[src/rtl/impact_sram_access_ctrl.sv]
// Access sequencer for one 32x32 IMPACT SRAM bank: precharge, word-line pulse, write drive, read sample.
// Latency: accept-to-rsp_valid = P+A+1 cycles; one access per P+A+R+1 cycles.
// Backpressure: req_ready only in IDLE (from state, not req_valid); rsp_valid is a one-cycle pulse with no backpressure.
module impact_sram_access_ctrl #(
  parameter int PRE_CYCLES = 2,
  parameter int ACC_CYCLES = 3,
  parameter int REC_CYCLES = 1
) (
  input  logic        clk,
  input  logic        rst,
  input  logic        req_valid,
  output logic        req_ready,
  input  logic        req_we,
  input  logic [4:0]  req_addr,
  input  logic [31:0] req_wdata,
  output logic        rsp_valid,
  output logic [31:0] rsp_rdata,
  input  logic [31:0] bl_in,
  output logic [4:0]  wl_sel,
  output logic        wl_en,
  output logic        pre_en,
  output logic        wr_en,
  output logic [31:0] bl_drv,
  output logic [31:0] blb_drv,
  output logic        busy
);

  // A zero duration would stall the down-counter, so clamp into the 4-bit range 1..15.
  function automatic int eff_cycles(input int v);
    if (v < 1) return 1;
    if (v > 15) return 15;
    return v;
  endfunction

  localparam logic [3:0] P_EFF = 4'(eff_cycles(PRE_CYCLES));
  localparam logic [3:0] A_EFF = 4'(eff_cycles(ACC_CYCLES));
  localparam logic [3:0] R_EFF = 4'(eff_cycles(REC_CYCLES));

  typedef enum logic [1:0] {IDLE, PRE, ACC, REC} state_t;

  state_t      state_q, state_d;
  logic [3:0]  cnt_q, cnt_d;
  logic        we_q;
  logic [31:0] wdata_q;
  logic        accept;
  logic        rd_capture;

  // Next state, phase counter and all bank-control outputs, decoded from the current state.
  always_comb begin
    state_d    = state_q;
    cnt_d      = cnt_q;
    req_ready  = 1'b0;
    pre_en     = 1'b1;
    wl_en      = 1'b0;
    wr_en      = 1'b0;
    bl_drv     = '0;
    blb_drv    = '0;
    rsp_valid  = 1'b0;
    busy       = 1'b1;
    accept     = 1'b0;
    rd_capture = 1'b0;
    case (state_q)
      IDLE: begin
        busy      = 1'b0;
        req_ready = !rst;
        accept    = req_valid && !rst;
        if (accept) begin
          state_d = PRE;
          cnt_d   = P_EFF;
        end
      end
      PRE: begin
        if (cnt_q == 4'd1) begin
          state_d = ACC;
          cnt_d   = A_EFF;
        end else begin
          cnt_d = cnt_q - 4'd1;
        end
      end
      ACC: begin
        pre_en = 1'b0;
        wl_en  = 1'b1;
        wr_en  = we_q;
        if (we_q) begin
          bl_drv  = wdata_q;
          blb_drv = ~wdata_q;
        end
        if (cnt_q == 4'd1) begin
          rd_capture = !we_q;
          state_d    = REC;
          cnt_d      = R_EFF;
        end else begin
          cnt_d = cnt_q - 4'd1;
        end
      end
      REC: begin
        // The counter is loaded with R on entry, so it equals R only in the first REC cycle.
        rsp_valid = (cnt_q == R_EFF);
        if (cnt_q == 4'd1) begin
          state_d = IDLE;
          cnt_d   = 4'd0;
        end else begin
          cnt_d = cnt_q - 4'd1;
        end
      end
      default: begin
        state_d = IDLE;
        cnt_d   = 4'd0;
      end
    endcase
  end

  // State register plus request latch; wl_sel moves only on acceptance so the decoder settles during PRE.
  always_ff @(posedge clk) begin
    if (rst) begin
      state_q   <= IDLE;
      cnt_q     <= 4'd0;
      we_q      <= 1'b0;
      wdata_q   <= '0;
      wl_sel    <= '0;
      rsp_rdata <= '0;
    end else begin
      state_q <= state_d;
      cnt_q   <= cnt_d;
      if (accept) begin
        we_q    <= req_we;
        wdata_q <= req_wdata;
        wl_sel  <= req_addr;
      end
      if (rd_capture) begin
        rsp_rdata <= bl_in;
      end
    end
  end

endmodule

[config.mk]
export PLATFORM = sky130hd
export DESIGN_NAME = impact_sram_access_ctrl
export DESIGN_NICKNAME = d
export VERILOG_FILES = /design/src/rtl/impact_sram_access_ctrl.sv
export SDC_FILE = /design/constraint.sdc
export NUM_CORES = 1
export LEC_CHECK = 0
export ABC_AREA = 1
export CAP_MARGIN = 10
export CORE_MARGIN = 4
export CORE_UTILIZATION = 28
export DETAILED_ROUTE_END_ITERATION = 8
export HOLD_SLACK_MARGIN = 0.15
export MAX_ROUTING_LAYER = met4
export SETUP_SLACK_MARGIN = 0.1
export SYNTH_ARGS = -nofsm -noshare
export SYNTH_HDL_FRONTEND = slang
export SYNTH_SLANG_ARGS = --single-unit
[constraint.sdc]
create_clock -name clk -period 1.2 [get_ports clk]
set_input_delay 0.12 -clock clk [delete_from_list [all_inputs] [get_ports clk]]
set_output_delay 0.12 -clock clk [all_outputs]
set_load 0.01 [all_outputs]
==> results of run 1 <==
-- state kept, by name (all words and copies together) (netlist names) --
register	cells
wl_sel	5
state_q	2
we_q	1
rsp_rdata	32
wdata_q	32
cnt_q	4
-- kinds of logic after synthesis --
logic type | Yosys count
xor+xnor | 1
simple gates | 178
compound gates | 105
flops | 76
buf+inv | 74
fa+ha+maj | 6
-- routing by layer --
layer  GRT usage, %  part of all wire [%]
met5              -                     0
met4           4.46                   1.7
met3           6.11                   8.2
met2           33.9                    51
met1           21.0                    39
-- cell usage in the layout (no fill, tap or decap), drive strengths merged --
cell,n
a21oi,38
a31oi,1
buf,151
bufbuf,2
clkbuf,17
clkdlybuf4s15,26
clkdlybuf4s50,72
clkinv,1
clkinvlp,3
dfxtp,76
dlygate4sd2,3
ha,6
inv,49
nand2,33
nand3,9
nand3b,1
nand4,1
nor2,135
o21ai,66
xor2,1
-- tightest hold or removal path, stage by stage --
cell and delay, ns:
clkdlybuf4s50_1 0.39, nand2_1 0.06, nand2_1 0.04
-- report_power, final --
group | switching (mW) | internal [mW] | total, mW | leakage [nW]
registers | 0.254 | 2.84 | 3.09 | 0.620
logic | 1.76 | 1.80 | 3.56 | 2.19
clock network | 1.15 | 1.43 | 2.58 | 0.129
total | 3.17 | 6.06 | 9.23 | 2.94
-- what timing repair did --
action	4_1_cts	5_1_grt
gates resized for setup	501	92
endpoints found under the setup margin	183	178
buffers inserted	20	8
hold buffers	0	0
cloned	11	0
pin swaps	16	6
-- final cells by class --
type,instances,area share (%)
timing repair buffer,262,39.3
multi-input combinational,291,30.3
sequential,76,21.3
clock buffer,9,3.15
inverter,46,2.66
tap,140,2.45
clock inverter,7,0.805
-- worst paths after layout --
kind	startpoint	end	depth (start not counted)
worst min register to register	wl_sel[2]	wl_sel[2]	2
worst max-delay path	state_q[0]	bl_drv[2]	7
worst max register to register	state_q[1]	wdata_q[8]	9
worst min-delay path	req_addr[1]	wl_sel[1]	3
==> summary.txt, run 1 <==
Critical path
  • Critical path capture point type: primary output
  • Slowest cell on the critical path: dfxtp_2
  • Top cell family by delay on the critical path: buffers and inverters
  • Worst reg2reg setup slack: -0.41 ns
  • Required @ worst endpoint: 1.08 ns
  • Cell chain of the critical path: inv_4, ha_4, nand2_8, buf_4, buf_12, nor2_2, buf_2
  • Crit-path max cell delay: 0.33 ns
  • Crit path launch type: flop
  • Critical Path Fanout Max: 8
  • Buf+Inv Stages, Crit Path: 4
  • Critical Path AT: 1.50 ns
  • Crit Path Class: flop to primary output

Die
  • Chip Height: 115 microns
  • Die area: 13,300 sq um
  • Initial core utilization: 29.2%
  • I/O pin cnt: 180
  • Die X: 115 microns
  • Std cell rows: 38
  • Core Area: 11,100 sq um

Yosys
  • Sequential element share of the synthesized area: 47.0%
  • Avg Cell Area, Syn: 7.35 sq um
  • Count leader, synth: nor2_1
  • Synth Area in Simple Gates: 22.4%
  • Syn Inst Count: 440
  • Synth area leader: dfxtp_1
  • Synthesized area: 3240 sq um
  • Synth unique cells: 22
  • Mux cell area share after synthesis: 0%
  • Synth area leaders: dfxtp_1 (47%), nor2_1 (15%), a21oi_1 (5.9%), o21ai_0 (5.4%), inv_1 (4.9%)
  • Synth Warn #: 0
  • Post-synth top cells: nor2_1 (133), dfxtp_1 (76), inv_1 (42)
  • Top_reg_cell synth: dfxtp_1
  • Syn nets: 519
  • Share of flip-flops with an asynchronous set or reset: 0%
  • Synth Area in Compound Gates: 16.5%
  • Synth Area in Adders: 2.32%
  • Number of flops mapped to enable cells by yosys: 0
  • Largest family of logic cells by synthesized area: simple AND/OR/NAND/NOR gates
  • Synth Register Bits: 76
  • Post-synth top area share: 47.0%
  • Synth Area in XOR/XNOR: 0.271%

Power and ir drop
  • Pleak: 2.94 nW
  • Max VDD drop: 0.000644 V
  • Total Power: 9.23 mW
  • PwrDens: 1290 nW/um^2

Placed design
  • Dpl cells: 782
  • DP HPWL: 8330 microns
  • GPL Wtd Cong: 0.806
  • # port buffers: 179
  • Post-place setup slack: -0.436 ns
  • Placed cell areas: 5850 sq um

Outcome
  • Status: finished, violations left
  • Violated checks: negative setup slack

STA
  • Slew @ Worst Pin: 0.385 ns
  • Crit share post-route: 135%
  • Min Hold Slack: 0.328 ns
  • Setup TNS: -47.15 ns
  • Final max-slew violation count: 0
  • Slew HR: 74.3%
  • Final setup violation count: 146
  • RSZ-0062 raised after global routing: true
  • Post-route setup slack: -0.419 ns
  • Hold Fails Final Rpt: 0
  • Skew final: 0.00469 ns
  • Clock period minus worst slack: 1.62 ns
  • Max Freq: 618 MHz

Clock network
  • H-tree levels: 3
  • Clock Tree Buf Depth: 2
  • CTS Buf Count: 9
  • CTS Root Cell: clkbuf_16
  • Clk pin slew, worst setup/hold paths: 0.06 ns
  • Clock Sinks: 76
  • TritonCTS clock tree: built
  • Worst skew pair latency: 0.33 ns

GRT
  • Initial antenna violation count: 0
  • Vias in the first global route: 3,963
  • Largest net degree at the start of global routing: 55
  • Total GRT Usage: 19.2%
  • Overflow after GRT: 0
  • First-pass GRT wire length: 19,500 microns

Route
  • Iteration-0 DRC Markers: 115
  • ANT nets after route: 0
  • DRC viols: 0
  • Total detailed-routing wirelength: 12,500 microns
  • Avg WL per Cell: 15.0 microns
  • Drt pass-1 iters: 5
  • Via count: 3,753
  • Drt via density: 4.52

Layout
  • Diodes inserted: 0
  • FILL cells: 907
  • Register area: 1520 sq um
  • Post-layout instance area: 7150 sq um
  • Layout cell share with drive strength beyond 1: 49.9%
  • Final core occ: 64.5%
  • NumNets Final: 765
  • Area delta synth->final: 121%
  • Area of the multi-input gates: 2170 sq um
  • Post-Layout Cell Count: 831

Run
  • # Max-Cap Violations: 0

Min path
  • Worst hold path type: input pin to flop
Note: power is estimated with default switching activity, not from simulation.
==> run 2, diff against run 1 <==
--- a/config.mk
+++ b/config.mk
@@ -6,7 +6,7 @@
 export NUM_CORES = 1
 export LEC_CHECK = 0
 export ABC_AREA = 1
-export CAP_MARGIN = 10
+export CORE_ASPECT_RATIO = 0.5
 export CORE_MARGIN = 4
 export CORE_UTILIZATION = 28
 export DETAILED_ROUTE_END_ITERATION = 8
==> summary.txt, run 2 (synthesis gave the netlist of run 1 again) <==
Outcome
  • Status: finished, violations left
  • Violated checks: negative setup slack

Clock network
  • Clk pin slew, worst setup/hold paths: 0.06 ns (about the same)
  • Worst skew pair latency: 0.33 ns (about the same)
  • CTS Root Cell: clkbuf_16
  • H-tree levels: 3 (unchanged)
  • TritonCTS clock tree: built
  • CTS Hold Bufs: 0 (unchanged)
  • Clock Tree Buf Depth: 2 (unchanged)
  • Clock Sinks: 76 (unchanged)
  • CTS Buf Count: 9 (unchanged)

Die
  • Initial core utilization: 29.0% (-0.18 points)
  • I/O pin cnt: 180 (unchanged)
  • Die X: 160 microns (+39%)
  • Std cell rows: 27 (-29%)
  • Chip Height: 84.0 microns (-27%)
  • Die area: 13,400 sq um (+0.78%)
  • Core Area: 11,100 sq um (+0.63%)

Power and ir drop
  • Max VDD drop: 0.000782 V (+21%)
  • Pleak: 3.02 nW (+2.9%)
  • Total Power: 10.2 mW (+11%)
  • PwrDens: 1370 nW/um^2 (+6.4%)

Min path
  • Worst hold path type: input pin to flop

Placed design
  • GPL Wtd Cong: 0.822 (+2.0%)
  • Dpl cells: 776 (-0.77%)
  • DP HPWL: 7800 microns (-6.4%)
  • Placed cell areas: 5740 sq um (-1.7%)
  • # port buffers: 179 (unchanged)

Critical path
  • Crit path launch type: flop
  • Cell chain of the critical path: inv_4, ha_4, nand2_8, buf_16, buf_4, nor2_4, buf_6
  • Slowest cell on the critical path: dfxtp_2
  • Required @ worst endpoint: 1.08 ns (about the same)
  • Buf+Inv Stages, Crit Path: 4 (unchanged)
  • Crit-path max cell delay: 0.33 ns (about the same)
  • Critical path capture point type: primary output
  • Top cell family by delay on the critical path: buffers and inverters
  • Critical Path Fanout Max: 14 (+6)
  • Crit Path Class: flop to primary output
  • Critical Path AT: 1.52 ns (+0.02 ns)

STA
  • Post-route setup slack: -0.440 ns (-0.0206 ns)
  • Hold Fails Final Rpt: 0 (unchanged)
  • Slew @ Worst Pin: 0.483 ns (+0.0975 ns)
  • Max Freq: 610 MHz (-1.3%)
  • Min Hold Slack: 0.335 ns (+0.00713 ns)
  • Skew final: 0.00665 ns (+0.00196 ns)
  • Crit share post-route: 137% (+1.7 points)
  • Slew HR: 67.8% (-6.5 points)
  • Final max-slew violation count: 0 (unchanged)
  • Final setup violation count: 146 (unchanged)
  • RSZ-0062 raised after global routing: true
  • Clock period minus worst slack: 1.64 ns (+0.0206 ns)

Route
  • Total detailed-routing wirelength: 13,100 microns (+4.9%)
  • DRC viols: 0 (unchanged)
  • Drt via density: 4.56 (+1.1%)
  • ANT nets after route: 0 (unchanged)
  • Avg WL per Cell: 15.8 microns (+4.9%)
  • Via count: 3,793 (+1.1%)
  • Drt pass-1 iters: 4 (-1)
  • Iteration-0 DRC Markers: 111 (-3.5%)

Layout
  • Biggest regs: rsp_rdata: 32 flops, wdata_q: 32 flops, wl_sel: 5 flops
  • Post-Layout Cell Count: 831 (unchanged)
  • FILL cells: 874 (-3.6%)
  • Area delta synth->final: 130%
  • Diodes inserted: 0 (unchanged)
  • Most frequent cells in the layout: clkdlybuf4s50_1 (72), dfxtp_1 (71), nor2_2 (52)
  • Layout cell share with drive strength beyond 1: 58.3% (+8.4 points)
  • Post-layout instance area: 7450 sq um (+4.1%)
  • Final core occ: 66.8% (+2.3 points)
  • Commonest non-fill, non-tap cell in the layout: clkdlybuf4s50_1
  • NumNets Final: 760 (-0.65%)

GRT
  • Vias in the first global route: 3,832 (-3.3%)
  • Largest net degree at the start of global routing: 29 (-47%)
  • Overflow after GRT: 0 (unchanged)
  • Total GRT Usage: 19.3% (+0.075 points)
  • Initial antenna violation count: 0 (unchanged)
  • First-pass GRT wire length: 20,300 microns (+4.3%)

Run
  • # Max-Cap Violations: 0 (unchanged)
==> run 2: layer usage <==
metal	global-route usage [%]	vias up	wire length (microns)
met5	-	-	0
met4	4.22	0	175
met3	4.14	17	548
met2	34.2	90	6980
met1	22.5	1803	5410
li1	-	1883	-
==> run 2: layout make-up <==
| cell class | instances | area, sq um | area share [%] |
|---|---|---|---|
| Tap cell | 145 | 181 | 2.44 |
| Multi-Input combinational cell | 291 | 2490 | 33.4 |
| Sequential cell | 76 | 1530 | 20.5 |
| Clock buffer | 10 | 239 | 3.21 |
| Timing Repair Buffer | 257 | 2750 | 36.9 |
| Clock inverter | 6 | 50.0 | 0.672 |
| Inverter | 46 | 208 | 2.79 |
==> run 2: where the power goes <==
group / internal, mW / total, mW / leakage [nW] / switching [mW]
sequential: 2.84 / 3.10 / 0.622 / 0.261
combinational: 2.35 / 4.51 / 2.27 / 2.16
clock: 1.47 / 2.61 / 0.135 / 1.14
total: 6.67 / 10.2 / 3.02 / 3.56
==> run 2: worst min-delay path, stage by stage <==
cell,delay (ns)
clkdlybuf4s50_1,0.40
nand2_1,0.06
nand2_1,0.04
==> run 2: path summary, 6_finish.rpt <==
check	start	endpoint	slack [ns]	depth (start not counted)
worst min-delay path	req_addr[0]	wl_sel[0]	0.33	3
worst max-delay path	state_q[0]	blb_drv[15]	-0.44	7
worst min register to register	wl_sel[0]	wl_sel[0]	0.47	2
worst max register to register	state_q[1]	wdata_q[8]	-0.37	10
==> run 2: metrics by stage <==
step | TNS, ns | setup WS, ns
4_1_cts | -51.05 | -0.478
2_1_floorplan | -4.08 | -0.0954
6_report | -44.06 | -0.440
5_1_grt | -51.98 | -0.496
3_3_place_gp | -39.33 | -0.376
3_5_place_dp | -40.98 | -0.382
==> run 2: repair_timing <==
item / 4_1_cts / 5_1_grt
cloned: 16 / 1
endpoints found under the setup margin: 183 / 172
resized for setup: 438 / 201
setup buffers: 22 / 9
pin swaps: 41 / 30
==> run 3, diff against run 2 <==
--- a/config.mk
+++ b/config.mk
@@ -5,7 +5,6 @@
 export SDC_FILE = /design/constraint.sdc
 export NUM_CORES = 1
 export LEC_CHECK = 0
-export ABC_AREA = 1
 export CORE_ASPECT_RATIO = 0.5
 export CORE_MARGIN = 4
 export CORE_UTILIZATION = 28
==> summary.txt, run 3 <==
Layout
  • Layout cell share with drive strength beyond 1: 48.5% (-9.8 points)
  • Most frequent cells in the layout: buf_6 (82), clkdlybuf4s50_1 (72), dfxtp_1 (71)
  • Final core occ: 67.2% (+0.38 points)
  • Commonest non-fill, non-tap cell in the layout: buf_6
  • Area delta synth->final: 129%
  • FILL cells: 935 (+7.0%)
  • NumNets Final: 763 (+0.39%)
  • Diodes inserted: 0 (unchanged)
  • Post-Layout Cell Count: 848 (+2.0%)
  • Register area: 1530 sq um (unchanged)
  • Biggest regs: rsp_rdata: 32 flops, wdata_q: 32 flops, wl_sel: 5 flops
  • Area of the multi-input gates: 2420 sq um (-2.9%)

Critical path
  • RR Endpoint: state_q[1]
  • Critical path capture point type: flop
  • Buf+Inv Stages, Crit Path: 2 (-2)
  • Worst R2R Start: state_q[0]
  • End of the critical path: state_q[1]
  • Required @ worst endpoint: 1.41 ns (+0.33 ns)
  • Top cell family by delay on the critical path: compound AO/OA/AOI/OAI gates
  • Worst reg2reg setup slack: -0.47 ns (-0.10 ns)
  • Crit Path Class: flop to flop
  • Crit path launch: state_q[0]
  • FF-to-FF path depth: 6 (-4)
  • Critical Path Fanout Max: 5 (-9)
  • Slowest cell on the critical path: or3_4
  • Crit-path max cell delay: 0.41 ns (+0.08 ns)
  • CP Depth: 6 (-1)
  • Crit path launch type: flop
  • Cell chain of the critical path: inv_4, ha_4, buf_6, or3_4, a21o_1, a31o_1
  • Critical Path AT: 1.89 ns (+0.37 ns)

STA
  • Skew final: 0.00735 ns (+0.000700 ns)
  • Setup TNS: -53.39 ns (-9.33 ns)
  • Post-route setup slack: -0.475 ns (-0.0348 ns)
  • Slew HR: 80.8% (+13 points)
  • Slew @ Worst Pin: 0.288 ns (-0.195 ns)
  • Final max-slew violation count: 0 (unchanged)
  • Min Hold Slack: 0.339 ns (+0.00391 ns)
  • Crit share post-route: 140% (+2.9 points)
  • Final setup violation count: 146 (unchanged)
  • Max Freq: 597 MHz (-2.1%)
  • Clock period minus worst slack: 1.67 ns (+0.0348 ns)
  • RSZ-0062 raised after global routing: true
  • Hold Fails Final Rpt: 0 (unchanged)

Die
  • Chip Height: 84.7 microns (+0.82%)
  • Die area: 13,700 sq um (+1.7%)
  • Die X: 161 microns (+0.86%)
  • Initial core utilization: 29.3% (+0.26 points)
  • Std cell rows: 27 (unchanged)
  • Core Area: 11,200 sq um (+0.91%)
  • I/O pin cnt: 180 (unchanged)

Yosys
  • Synth Area in XOR/XNOR: 0% (-0.27 points)
  • Number of flops mapped to enable cells by yosys: 0 (unchanged)
  • Largest family of logic cells by synthesized area: simple AND/OR/NAND/NOR gates
  • Syn Inst Count: 437 (-0.68%)
  • Synthesized area: 3290 sq um (+1.8%)
  • Synth unique cells: 31 (+41%)
  • Post-synth top cells: nand2_1 (78), dfxtp_1 (76), o21ai_0 (70)
  • Mux cell area share after synthesis: 0% (unchanged)
  • Sequential element share of the synthesized area: 46.2% (-0.84 points)
  • Synth Area in Simple Gates: 26.3% (+4.0 points)
  • Post-synth top area share: 46.2% (-0.84 points)
  • Synth Area in Adders: 2.28% (-0.041 points)
  • Synth Register Bits: 76 (unchanged)
  • Synth area leader: dfxtp_1
  • Syn nets: 516 (-0.58%)
  • Synth Area in Compound Gates: 19.1% (+2.6 points)
  • Count leader, synth: nand2_1
  • Synth area leaders: dfxtp_1 (46%), o21ai_0 (11%), nand2_1 (8.9%), and3_1 (6.1%), a21oi_1 (5.2%)
  • Avg Cell Area, Syn: 7.54 sq um (+2.5%)
  • Top_reg_cell synth: dfxtp_1
  • Synth Warn #: 0 (unchanged)
  • Share of flip-flops with an asynchronous set or reset: 0% (unchanged)

Route
  • Met1 wire length: 5670 microns (+4.9%)
  • Iteration-0 DRC Markers: 161 (+45%)
  • Metal2 WL: 6690 microns (-4.1%)
  • Avg WL per Cell: 15.3 microns (-3.2%)
  • Total detailed-routing wirelength: 12,900 microns (-1.2%)
  • Drt via density: 4.73 (+3.7%)
  • Drt pass-1 iters: 4 (unchanged)
  • Via count: 4,015 (+5.9%)
  • Max layer used: met4
  • ANT nets after route: 0 (unchanged)
  • DRC viols: 0 (unchanged)
  • WL met3: 518 microns (-5.5%)

Placed design
  • Post-place setup slack: -0.465 ns (-0.0837 ns)
  • GPL Wtd Cong: 0.770 (-6.4%)
  • # port buffers: 179 (unchanged)
  • Dpl cells: 799 (+3.0%)
  • DP HPWL: 8350 microns (+7.1%)

Power and ir drop
  • Max VDD drop: 0.000923 V (+18%)
  • PwrDens: 1540 nW/um^2 (+12%)
  • Pleak: 3.05 nW (+0.92%)

Clock network
  • H-tree levels: 3 (unchanged)
  • Clock Tree Buf Depth: 2 (unchanged)
  • CTS Root Cell: clkbuf_16
  • Clk pin slew, worst setup/hold paths: 0.06 ns (about the same)
  • CTS Buf Count: 9 (unchanged)
  • CTS Hold Bufs: 0 (unchanged)
  • Worst skew pair latency: 0.33 ns (about the same)
  • TritonCTS clock tree: built
  • Clock Sinks: 76 (unchanged)

Min path
  • Worst Hold Launch: req_wdata[11]
  • Worst hold path type: input pin to flop

Run
  • # Max-Cap Violations: 0 (unchanged)

Outcome
  • Violated checks: negative setup slack
  • Status: finished, violations left

GRT
  • Total GRT Usage: 19.0% (-0.30 points)
  • Initial antenna violation count: 0 (unchanged)
  • Vias in the first global route: 3,992 (+4.2%)
  • First-pass GRT wire length: 20,700 microns (+1.7%)
  • Largest net degree at the start of global routing: 33 (+14%)
  • Overflow after GRT: 0 (unchanged)
==> run 3: logic make-up (layout without fill, tap and decap cells) <==
family,after synthesis,in the layout
compound gates,117,117
buf+inv,51,303
simple gates,187,187
fa+ha+maj,6,6
flops,76,76
==> run 3: worst min-delay path, stage by stage <==
cell and delay, ns:
clkdlybuf4s50_1 0.39, nand2_1 0.06, o21ai_1 0.05
==> run 3: metrics by stage <==
stage	cell area [sq um]	power (mW)
after CTS	7040	11.0
final	7560	11.6
after global routing	7560	12.2
after global placement	6170	6.85
after floorplan	3850	5.13
after detailed placement	6170	6.89
==> run 3: worst min path at each step <==
stage                     slack [ns]           to  cells after the start
after floorplan                 0.24   wdata_q[0]                      2
after global placement          0.44    wl_sel[1]                      2
after detailed placement        0.44    wl_sel[1]                      2
after CTS                       0.32  wdata_q[11]                      3
after global routing            0.34  wdata_q[10]                      3
final                           0.34  wdata_q[11]                      3
==> run 3: timing repair <==
action,CTS,global route
pin swaps,8,53
hold endpoints to repair,0,0
gates resized for setup,426,117
endpoints found under the setup margin,183,152
buffers inserted,13,9
gates cloned,10,3
==> run 3: layout make-up <==
cell class | instances | share of cell area (%)
sequential | 76 | 20.2
clock buffer | 11 | 3.08
inverter | 10 | 0.662
clock inverter | 5 | 1.03
tap | 159 | 2.63
timing repair buffer | 277 | 40.4
multi-input combinational | 310 | 32.0
==> run 3: routing by layer <==
| layer | global-route usage (%) | vias up |
|---|---|---|
| met5 | - | - |
| met2 | 32.8 | 100 |
| met1 | 23.4 | 1913 |
| met4 | 3.17 | 0 |
| li1 | - | 1994 |
| met3 | 3.73 | 8 |
==> run 3: power by group <==
| part | total, mW | switching (mW) | internal, mW |
|---|---|---|---|
| Clock | 2.83 | 1.02 | 1.81 |
| Combinational | 5.60 | 2.58 | 3.03 |
| Sequential | 3.20 | 0.310 | 2.89 |
| Total | 11.6 | 3.91 | 7.73 |
